--- config.mk ---
export PLATFORM = sky130hd
export DESIGN_NAME = wb_sram_bridge_flat
export DESIGN_NICKNAME = d
export VERILOG_FILES = /design/src/rtl/wb_sram_pkg.sv /design/src/rtl/wb_sram_bridge_if.sv /design/src/rtl/wb_sram_rd_mux.sv /design/src/rtl/wb_sram_bridge.sv /design/src/flat_wrapper.sv
export SDC_FILE = /design/constraint.sdc
export NUM_CORES = 1
export LEC_CHECK = 0
export BUFFER_PORTS_ARGS = -buffer_cell sky130_fd_sc_hd__buf_4
export CELL_PAD_IN_SITES_DETAIL_PLACEMENT = 1
export CELL_PAD_IN_SITES_GLOBAL_PLACEMENT = 2
export CORE_ASPECT_RATIO = 0.6
export CORE_UTILIZATION = 26
export CTS_CLUSTER_DIAMETER = 60
export CTS_CLUSTER_SIZE = 40
export DETAILED_ROUTE_END_ITERATION = 10
export GPL_TIMING_DRIVEN = 0
export PLACE_DENSITY_LB_ADDON = 0.12
export SYNTH_ARGS = -nofsm -noshare
export SYNTH_HDL_FRONTEND = slang
export SYNTH_SLANG_ARGS = --single-unit
--- constraint.sdc ---
create_clock -name wb_clk_i -period 3.39 [get_ports wb_clk_i]
set_input_delay 0.1695 -clock wb_clk_i [delete_from_list [all_inputs] [get_ports wb_clk_i]]
set_output_delay 0.1695 -clock wb_clk_i [all_outputs]
set_load 0.1 [all_outputs]
--- src/rtl/wb_sram_pkg.sv ---
// rtl/wb_sram_pkg.sv - shared types and helpers for the Wishbone-to-SRAM bridge
package wb_sram_pkg;

  typedef enum logic [1:0] {IDLE, ISSUE, WAIT, ACK} state_t;

  localparam int LANE_W = 8;

  function automatic int bank_w(input int n);
    return (n > 2) ? $clog2(n) : 1;
  endfunction

  function automatic int lanes(input int data_w);
    return data_w / LANE_W;
  endfunction

endpackage

--- src/rtl/wb_sram_bridge_if.sv ---
// rtl/wb_sram_bridge_if.sv - Wishbone-classic slave bus bundle
interface wb_sram_bridge_if #(
  parameter int DATA_W = 32
);
  logic                wbs_cyc_i;
  logic                wbs_stb_i;
  logic                wbs_we_i;
  logic [DATA_W/8-1:0] wbs_sel_i;
  logic [31:0]         wbs_adr_i;
  logic [DATA_W-1:0]   wbs_dat_i;
  logic                wbs_ack_o;
  logic [DATA_W-1:0]   wbs_dat_o;

  modport master (
    output wbs_cyc_i, wbs_stb_i, wbs_we_i, wbs_sel_i, wbs_adr_i, wbs_dat_i,
    input  wbs_ack_o, wbs_dat_o
  );

  modport slave (
    input  wbs_cyc_i, wbs_stb_i, wbs_we_i, wbs_sel_i, wbs_adr_i, wbs_dat_i,
    output wbs_ack_o, wbs_dat_o
  );
endinterface

--- src/rtl/wb_sram_rd_mux.sv ---
// rtl/wb_sram_rd_mux.sv - selects one bank's read data from the packed macro outputs
module wb_sram_rd_mux
  import wb_sram_pkg::*;
#(
  parameter int DATA_W    = 32,
  parameter int NUM_BANKS = 2,
  parameter int BANK_W    = bank_w(NUM_BANKS)
) (
  input  logic [NUM_BANKS*DATA_W-1:0] i_dout,
  input  logic [BANK_W-1:0]           i_bank,
  output logic [DATA_W-1:0]           o_dat
);
  always_comb begin
    o_dat = '0;
    for (int b = 0; b < NUM_BANKS; b++) begin
      if (i_bank == BANK_W'(b)) o_dat = i_dout[b*DATA_W +: DATA_W];
    end
  end
endmodule

--- src/rtl/wb_sram_bridge.sv ---
// rtl/wb_sram_bridge.sv - Wishbone-classic slave fronting NUM_BANKS single-port SRAM macros
module wb_sram_bridge
  import wb_sram_pkg::*;
#(
  parameter int          DATA_W    = 32,
  parameter int          ADDR_W    = 8,
  parameter int          NUM_BANKS = 2,
  parameter int          RD_LAT    = 1,
  parameter logic [31:0] BASE_ADDR = 32'h3000_0000,
  parameter logic [31:0] ADDR_MASK = 32'hFFFF_0000
) (
  input  logic                        wb_clk_i,
  input  logic                        wb_rst_i,
  wb_sram_bridge_if.slave             wbs,
  output logic [NUM_BANKS-1:0]        sram_csb0_o,
  output logic                        sram_web0_o,
  output logic [DATA_W/8-1:0]         sram_wmask0_o,
  output logic [ADDR_W-1:0]           sram_addr0_o,
  output logic [DATA_W-1:0]           sram_din0_o,
  input  logic [NUM_BANKS*DATA_W-1:0] sram_dout0_i
);
  localparam int              LANES    = lanes(DATA_W);
  localparam int              BANK_W   = bank_w(NUM_BANKS);
  localparam int              CNT_W    = 2;
  localparam logic [BANK_W:0] BANK_LIM = (BANK_W + 1)'(NUM_BANKS);

  state_t               r_state, w_state_nxt;
  logic [CNT_W-1:0]     r_cnt, w_cnt_nxt;
  logic [BANK_W-1:0]    r_bank, w_bank_nxt;
  logic                 r_we, w_we_nxt;
  logic                 r_ok, w_ok_nxt;
  logic                 r_ack, w_ack_nxt;
  logic [DATA_W-1:0]    r_dat, w_dat_nxt;
  logic [NUM_BANKS-1:0] r_csb, w_csb_nxt;
  logic                 r_web, w_web_nxt;
  logic [LANES-1:0]     r_wmask, w_wmask_nxt;
  logic [ADDR_W-1:0]    r_addr, w_addr_nxt;
  logic [DATA_W-1:0]    r_din, w_din_nxt;

  logic                 w_hit;
  logic                 w_bank_ok;
  logic [BANK_W-1:0]    w_bank;
  logic [ADDR_W-1:0]    w_word;
  logic [DATA_W-1:0]    w_rd_dat;

  assign w_hit     = wbs.wbs_cyc_i & wbs.wbs_stb_i &
                     ((wbs.wbs_adr_i & ADDR_MASK) == BASE_ADDR);
  assign w_word    = wbs.wbs_adr_i[2 +: ADDR_W];
  assign w_bank    = wbs.wbs_adr_i[2+ADDR_W +: BANK_W];
  assign w_bank_ok = {1'b0, w_bank} < BANK_LIM;

  wb_sram_rd_mux #(
    .DATA_W    (DATA_W),
    .NUM_BANKS (NUM_BANKS),
    .BANK_W    (BANK_W)
  ) u_rd_mux (
    .i_dout (sram_dout0_i),
    .i_bank (r_bank),
    .o_dat  (w_rd_dat)
  );

  // Out-of-range hits still pass through ISSUE (with no chip select) so every
  // write-like access acks with the same latency.
  always_comb begin
    w_state_nxt = r_state;
    w_cnt_nxt   = r_cnt;
    w_bank_nxt  = r_bank;
    w_we_nxt    = r_we;
    w_ok_nxt    = r_ok;
    w_ack_nxt   = 1'b0;
    w_dat_nxt   = r_dat;
    w_csb_nxt   = '1;
    w_web_nxt   = 1'b1;
    w_wmask_nxt = '0;
    w_addr_nxt  = r_addr;
    w_din_nxt   = r_din;
    case (r_state)
      IDLE: begin
        if (w_hit) begin
          w_state_nxt = ISSUE;
          w_bank_nxt  = w_bank;
          w_we_nxt    = wbs.wbs_we_i;
          w_ok_nxt    = w_bank_ok;
          if (w_bank_ok) begin
            w_csb_nxt   = ~(NUM_BANKS'(1) << w_bank);
            w_web_nxt   = ~wbs.wbs_we_i;
            w_wmask_nxt = wbs.wbs_we_i ? wbs.wbs_sel_i : '0;
            w_addr_nxt  = w_word;
            w_din_nxt   = wbs.wbs_dat_i;
          end
        end
      end
      ISSUE: begin
        if (!wbs.wbs_cyc_i) begin
          w_state_nxt = IDLE;
        end else if (r_we || !r_ok) begin
          w_state_nxt = ACK;
          w_ack_nxt   = 1'b1;
          if (!r_we) w_dat_nxt = '0;
        end else begin
          w_state_nxt = WAIT;
          w_cnt_nxt   = CNT_W'(RD_LAT - 1);
        end
      end
      WAIT: begin
        if (!wbs.wbs_cyc_i) begin
          w_state_nxt = IDLE;
        end else if (r_cnt == '0) begin
          w_state_nxt = ACK;
          w_ack_nxt   = 1'b1;
          w_dat_nxt   = w_rd_dat;
        end else begin
          w_cnt_nxt = r_cnt - 1'b1;
        end
      end
      ACK:     w_state_nxt = IDLE;
      default: w_state_nxt = IDLE;
    endcase
  end

  always_ff @(posedge wb_clk_i or posedge wb_rst_i) begin
    if (wb_rst_i) begin
      r_state <= IDLE;
      r_cnt   <= '0;
      r_bank  <= '0;
      r_we    <= 1'b0;
      r_ok    <= 1'b0;
      r_ack   <= 1'b0;
      r_dat   <= '0;
      r_csb   <= '1;
      r_web   <= 1'b1;
      r_wmask <= '0;
      r_addr  <= '0;
      r_din   <= '0;
    end else begin
      r_state <= w_state_nxt;
      r_cnt   <= w_cnt_nxt;
      r_bank  <= w_bank_nxt;
      r_we    <= w_we_nxt;
      r_ok    <= w_ok_nxt;
      r_ack   <= w_ack_nxt;
      r_dat   <= w_dat_nxt;
      r_csb   <= w_csb_nxt;
      r_web   <= w_web_nxt;
      r_wmask <= w_wmask_nxt;
      r_addr  <= w_addr_nxt;
      r_din   <= w_din_nxt;
    end
  end

  assign wbs.wbs_ack_o = r_ack;
  assign wbs.wbs_dat_o = r_dat;
  assign sram_csb0_o   = r_csb;
  assign sram_web0_o   = r_web;
  assign sram_wmask0_o = r_wmask;
  assign sram_addr0_o  = r_addr;
  assign sram_din0_o   = r_din;

endmodule

--- src/flat_wrapper.sv ---
// flat-port wrapper written by rule: the top's interface ports become plain ports
module wb_sram_bridge_flat import wb_sram_pkg::*;
#(
  parameter int          DATA_W    = 32,
  parameter int          ADDR_W    = 8,
  parameter int          NUM_BANKS = 2,
  parameter int          RD_LAT    = 1,
  parameter logic [31:0] BASE_ADDR = 32'h3000_0000,
  parameter logic [31:0] ADDR_MASK = 32'hFFFF_0000
)
  (wb_clk_i, wb_rst_i, sram_csb0_o, sram_web0_o, sram_wmask0_o, sram_addr0_o, sram_din0_o, sram_dout0_i, wbs_wbs_cyc_i, wbs_wbs_stb_i, wbs_wbs_we_i, wbs_wbs_sel_i, wbs_wbs_adr_i, wbs_wbs_dat_i, wbs_wbs_ack_o, wbs_wbs_dat_o);
  wb_sram_bridge_if #(.DATA_W(DATA_W)) wbs_i ();
  input  logic wb_clk_i;
  input  logic wb_rst_i;
  output logic [NUM_BANKS-1:0] sram_csb0_o;
  output logic sram_web0_o;
  output logic [DATA_W/8-1:0] sram_wmask0_o;
  output logic [ADDR_W-1:0] sram_addr0_o;
  output logic [DATA_W-1:0] sram_din0_o;
  input  logic [NUM_BANKS*DATA_W-1:0] sram_dout0_i;
  input wire logic [$bits(wbs_i.wbs_cyc_i)-1:0] wbs_wbs_cyc_i;
  input wire logic [$bits(wbs_i.wbs_stb_i)-1:0] wbs_wbs_stb_i;
  input wire logic [$bits(wbs_i.wbs_we_i)-1:0] wbs_wbs_we_i;
  input wire logic [$bits(wbs_i.wbs_sel_i)-1:0] wbs_wbs_sel_i;
  input wire logic [$bits(wbs_i.wbs_adr_i)-1:0] wbs_wbs_adr_i;
  input wire logic [$bits(wbs_i.wbs_dat_i)-1:0] wbs_wbs_dat_i;
  output wire logic [$bits(wbs_i.wbs_ack_o)-1:0] wbs_wbs_ack_o;
  output wire logic [$bits(wbs_i.wbs_dat_o)-1:0] wbs_wbs_dat_o;
  assign wbs_i.wbs_cyc_i = wbs_wbs_cyc_i;
  assign wbs_i.wbs_stb_i = wbs_wbs_stb_i;
  assign wbs_i.wbs_we_i = wbs_wbs_we_i;
  assign wbs_i.wbs_sel_i = wbs_wbs_sel_i;
  assign wbs_i.wbs_adr_i = wbs_wbs_adr_i;
  assign wbs_i.wbs_dat_i = wbs_wbs_dat_i;
  assign wbs_wbs_ack_o = wbs_i.wbs_ack_o;
  assign wbs_wbs_dat_o = wbs_i.wbs_dat_o;
  wb_sram_bridge #(.DATA_W(DATA_W), .ADDR_W(ADDR_W), .NUM_BANKS(NUM_BANKS), .RD_LAT(RD_LAT), .BASE_ADDR(BASE_ADDR), .ADDR_MASK(ADDR_MASK)) u_core (.wb_clk_i(wb_clk_i), .wb_rst_i(wb_rst_i), .wbs(wbs_i), .sram_csb0_o(sram_csb0_o), .sram_web0_o(sram_web0_o), .sram_wmask0_o(sram_wmask0_o), .sram_addr0_o(sram_addr0_o), .sram_din0_o(sram_din0_o), .sram_dout0_i(sram_dout0_i));
endmodule
==> out/metrics.yaml <==
synth_edf_count: 0
final-max-slew-violation-count: 0
holdPathStages: 2
synth_nets: 473
synth-seq-area-share: 0.563
htree_levels: 3
worstHoldPathType: "primary input to register"
required_ps: 3600
layout-drive-gt1-share: 0.483
path_clk_slew_ps: 70
dieArea_mm2: 0.0154
pwr-share-comb: 0.384
cts_hold_buf: 3
fin_skew_ps: 8.49
max_freq_mhz: 452
hold_slack_ps: 51.5
cp.arrival_ps: 2420
boundaryPins: 217
ys.flop_type: "dfrtp_1"
yosys.area.top_type: "dfrtp_1"
layout.nets: 696
cts_num_sinks: 87
drt_iter0_markers: 59
num_rows: 34
routedWlPerCell_um: 15.3
switching_share: 0.410
grt_max_degree: 57
gp_congestion: 0.793
route.detailed.drc: 0
powerDensity_mw_per_mm2: 609
wl_mm: 11.6
synth_top_area_frac: 0.542
cts-root-buf: "clkbuf_16"
ant_nets: 0
power.switching_mw: 1.51
final-setup-viol-count: 0
antenna_found_initial: 0
grt_first_pass_wirelength_mm: 18.3
core_mm2: 0.0145
cts_buffers: 9
slew_headroom: 0.358
crit_path_max_incr_delay_ps: 510
fin_crit_sh: 0.652
worstSetupPathType: "register to register"
die_w_um: 160
dr_total_vias: 3301
async_reset_ff_frac: 1.00
yosysMostFrequentCell: "dfrtp_1"
min-delay-start: "wbs_wbs_dat_i[18]"
r2r_end: "u_core.sram_addr0_o[7]"
cp_slowest_cell: "nor4b_4"
synth_seq_cells: 87
clkPwrFrac: 0.291
min_to: "u_core.sram_din0_o[18]"
clockBufferDepth: 2
worstPathMaxFanout: 10
yosysWarnings: 0
cts_setup_buffers: 0
hold_viol: 0
drt_first_pass_iters: 4
n_fill_cell: 1611
ys_types: 30
ff_latch_area_mm2: 0.00218
rr_worst_depth: 6
rsz0062_at_grt: "no"
syn_area_per_cell_um2: 11.7
grt_usage: 0.154
synth_common_cells: "dfrtp_1 (84), nand2_1 (70), mux2_1 (39)"
grt_pass1_vias: 3426
initial_core_util: 0.267
multiInputGateArea_mm2: 0.00159
critPathCaptureType: "register"
diodes: 0
cap_viol_max_count: 0
netlist_area_mm2: 0.00387
synthTopCellsByArea: "dfrtp_1 (54%), mux2_1 (11%), mux2_2 (10%), nand2_1 (6.8%), o21ai_0 (4.5%)"
io_buffers: 208
ir_drop_v: 0.000320
vias_per_cell: 4.36
final_area_mm2: 0.00607
fin_cells: 757
insertion_delay_ps: 330
total_power_mw: 3.70
cpMostUsedCell: "inv_1"
cts_resized: 0
dpl.hpwl_mm: 9.05
fp.dieH_um: 96.6
reg2reg_slack_ps: 1180
leakagePower_nw: 3.11
seqPwrFrac: 0.325
syn_to_final_growth_pct: 56.6
path_cells: "inv_1 -> ha_1 -> inv_1 -> nor4b_4 -> buf_2 -> mux2_1"
cts_tree: "yes"
worstMarginPinSlew_ps: 954
cell_internal_pwr_mw: 2.18
status: "completed"
postPlaceCellArea_mm2: 0.00571
r2r_start: "u_core.r_state[1]"
fin_crit_ps: 2210
syn_inst: 331
cp-start-kind: "register"
gr-total-overflow: 0
place_inst: 738
worst max-delay path, delay by kind of cell, from the launching register on:
| family | cells | cell delay (ps) |
|---|---|---|
| adders and majority gates | 1 | 230 |
| buffers and inverters | 3 | 610 |
| DFF | 1 | 380 |
| muxes | 1 | 360 |
| and+or+nand+nor | 1 | 510 |
logic make-up after synthesis:
group,after synthesis,share of synthesized area
muxes,77,0.223
adders and majority gates,5,0.0161
and+or+nand+nor,94,0.112
AOI/OAI and AO/OA,41,0.0588
DFF,87,0.563
buffers and inverters,27,0.0274
per-stage QoR:
| step | TNS (ps) | util | setup WS [ps] |
|---|---|---|---|
| floorplan | 0 | - | 975 |
| global placement | -26970 | 0.392 | -329 |
| detailed placement | 0 | 0.394 | 1020 |
| CTS | 0 | 0.418 | 1140 |
| global route | 0 | 0.418 | 917 |
| finish | 0 | 0.418 | 1180 |
power by group through the flow:
stage / registers, mW / clock network, mW / logic, mW
final: 1.20 / 1.07 / 1.42
after global routing: 1.22 / 1.16 / 1.52
after CTS: 1.20 / 1.12 / 1.44
after detailed placement: 1.22 / 0 / 1.43
after global placement: 1.22 / 0 / 1.41
after floorplan: 1.84 / 0 / 0.375
layer usage:
metal	track usage	wire length (µm)	vias up
li1	-	-	1576
met1	0.202	5390	1609
met2	0.257	5400	110
met3	0.0397	688	6
met4	0.0385	74	0
met5	0	0	-
cells in the final DEF, fill, tap and decap left out, types with 2 or more instances in the layout:
master | netlist | routed
and3_1 | 5 | 5
buf_2 | 4 | 4
buf_4 | 0 | 208
bufinv_16 | 0 | 2
clkbuf_1 | 14 | 15
clkbuf_16 | 0 | 9
dfrtp_1 | 84 | 84
dfstp_2 | 3 | 3
dlygate4sd3_1 | 0 | 3
ha_1 | 5 | 5
inv_1 | 8 | 7
mux2_1 | 39 | 39
mux2_2 | 36 | 36
mux2i_1 | 2 | 2
nand2_1 | 70 | 70
nand2b_1 | 4 | 4
nand3_1 | 2 | 2
nor2_1 | 2 | 2
nor4_1 | 4 | 4
o21ai_0 | 35 | 35
cell type report:
type	instances	share of cell area
inverter	8	0.00536
clock inverter	5	0.0134
timing repair buffer	212	0.267
clock buffer	11	0.0400
buffer	19	0.0126
sequential	87	0.359
tap	198	0.0408
multi-input combinational	217	0.262
how the worst max path moves through the flow:
stage | startpoint | end | slack, ps | cells past startpoint
2_1_floorplan | wb_rst_i | u_core.r_bank | 980 | 1
3_3_place_gp | wb_rst_i | u_core.wbs.wbs_dat_o[2] | -330 | 2
3_5_place_dp | wbs_wbs_adr_i[18] | u_core.sram_addr0_o[7] | 1020 | 6
4_1_cts | u_core.r_state[1] | u_core.sram_addr0_o[7] | 1140 | 6
5_1_grt | u_core.r_state[0] | u_core.wbs.wbs_dat_o[6] | 920 | 7
6_report | u_core.r_state[1] | u_core.sram_addr0_o[7] | 1180 | 6
state kept, by name, summed over array words and instances, names as in the netlist, 2 cells and up:
name,count
u_core.r_state,2
u_core.wbs.wbs_dat_o,32
u_core.sram_addr0_o,8
u_core.r_cnt,2
u_core.sram_wmask0_o,4
u_core.sram_din0_o,32
u_core.sram_csb0_o,2
No activity file was read; power rests on OpenSTA's default activity.
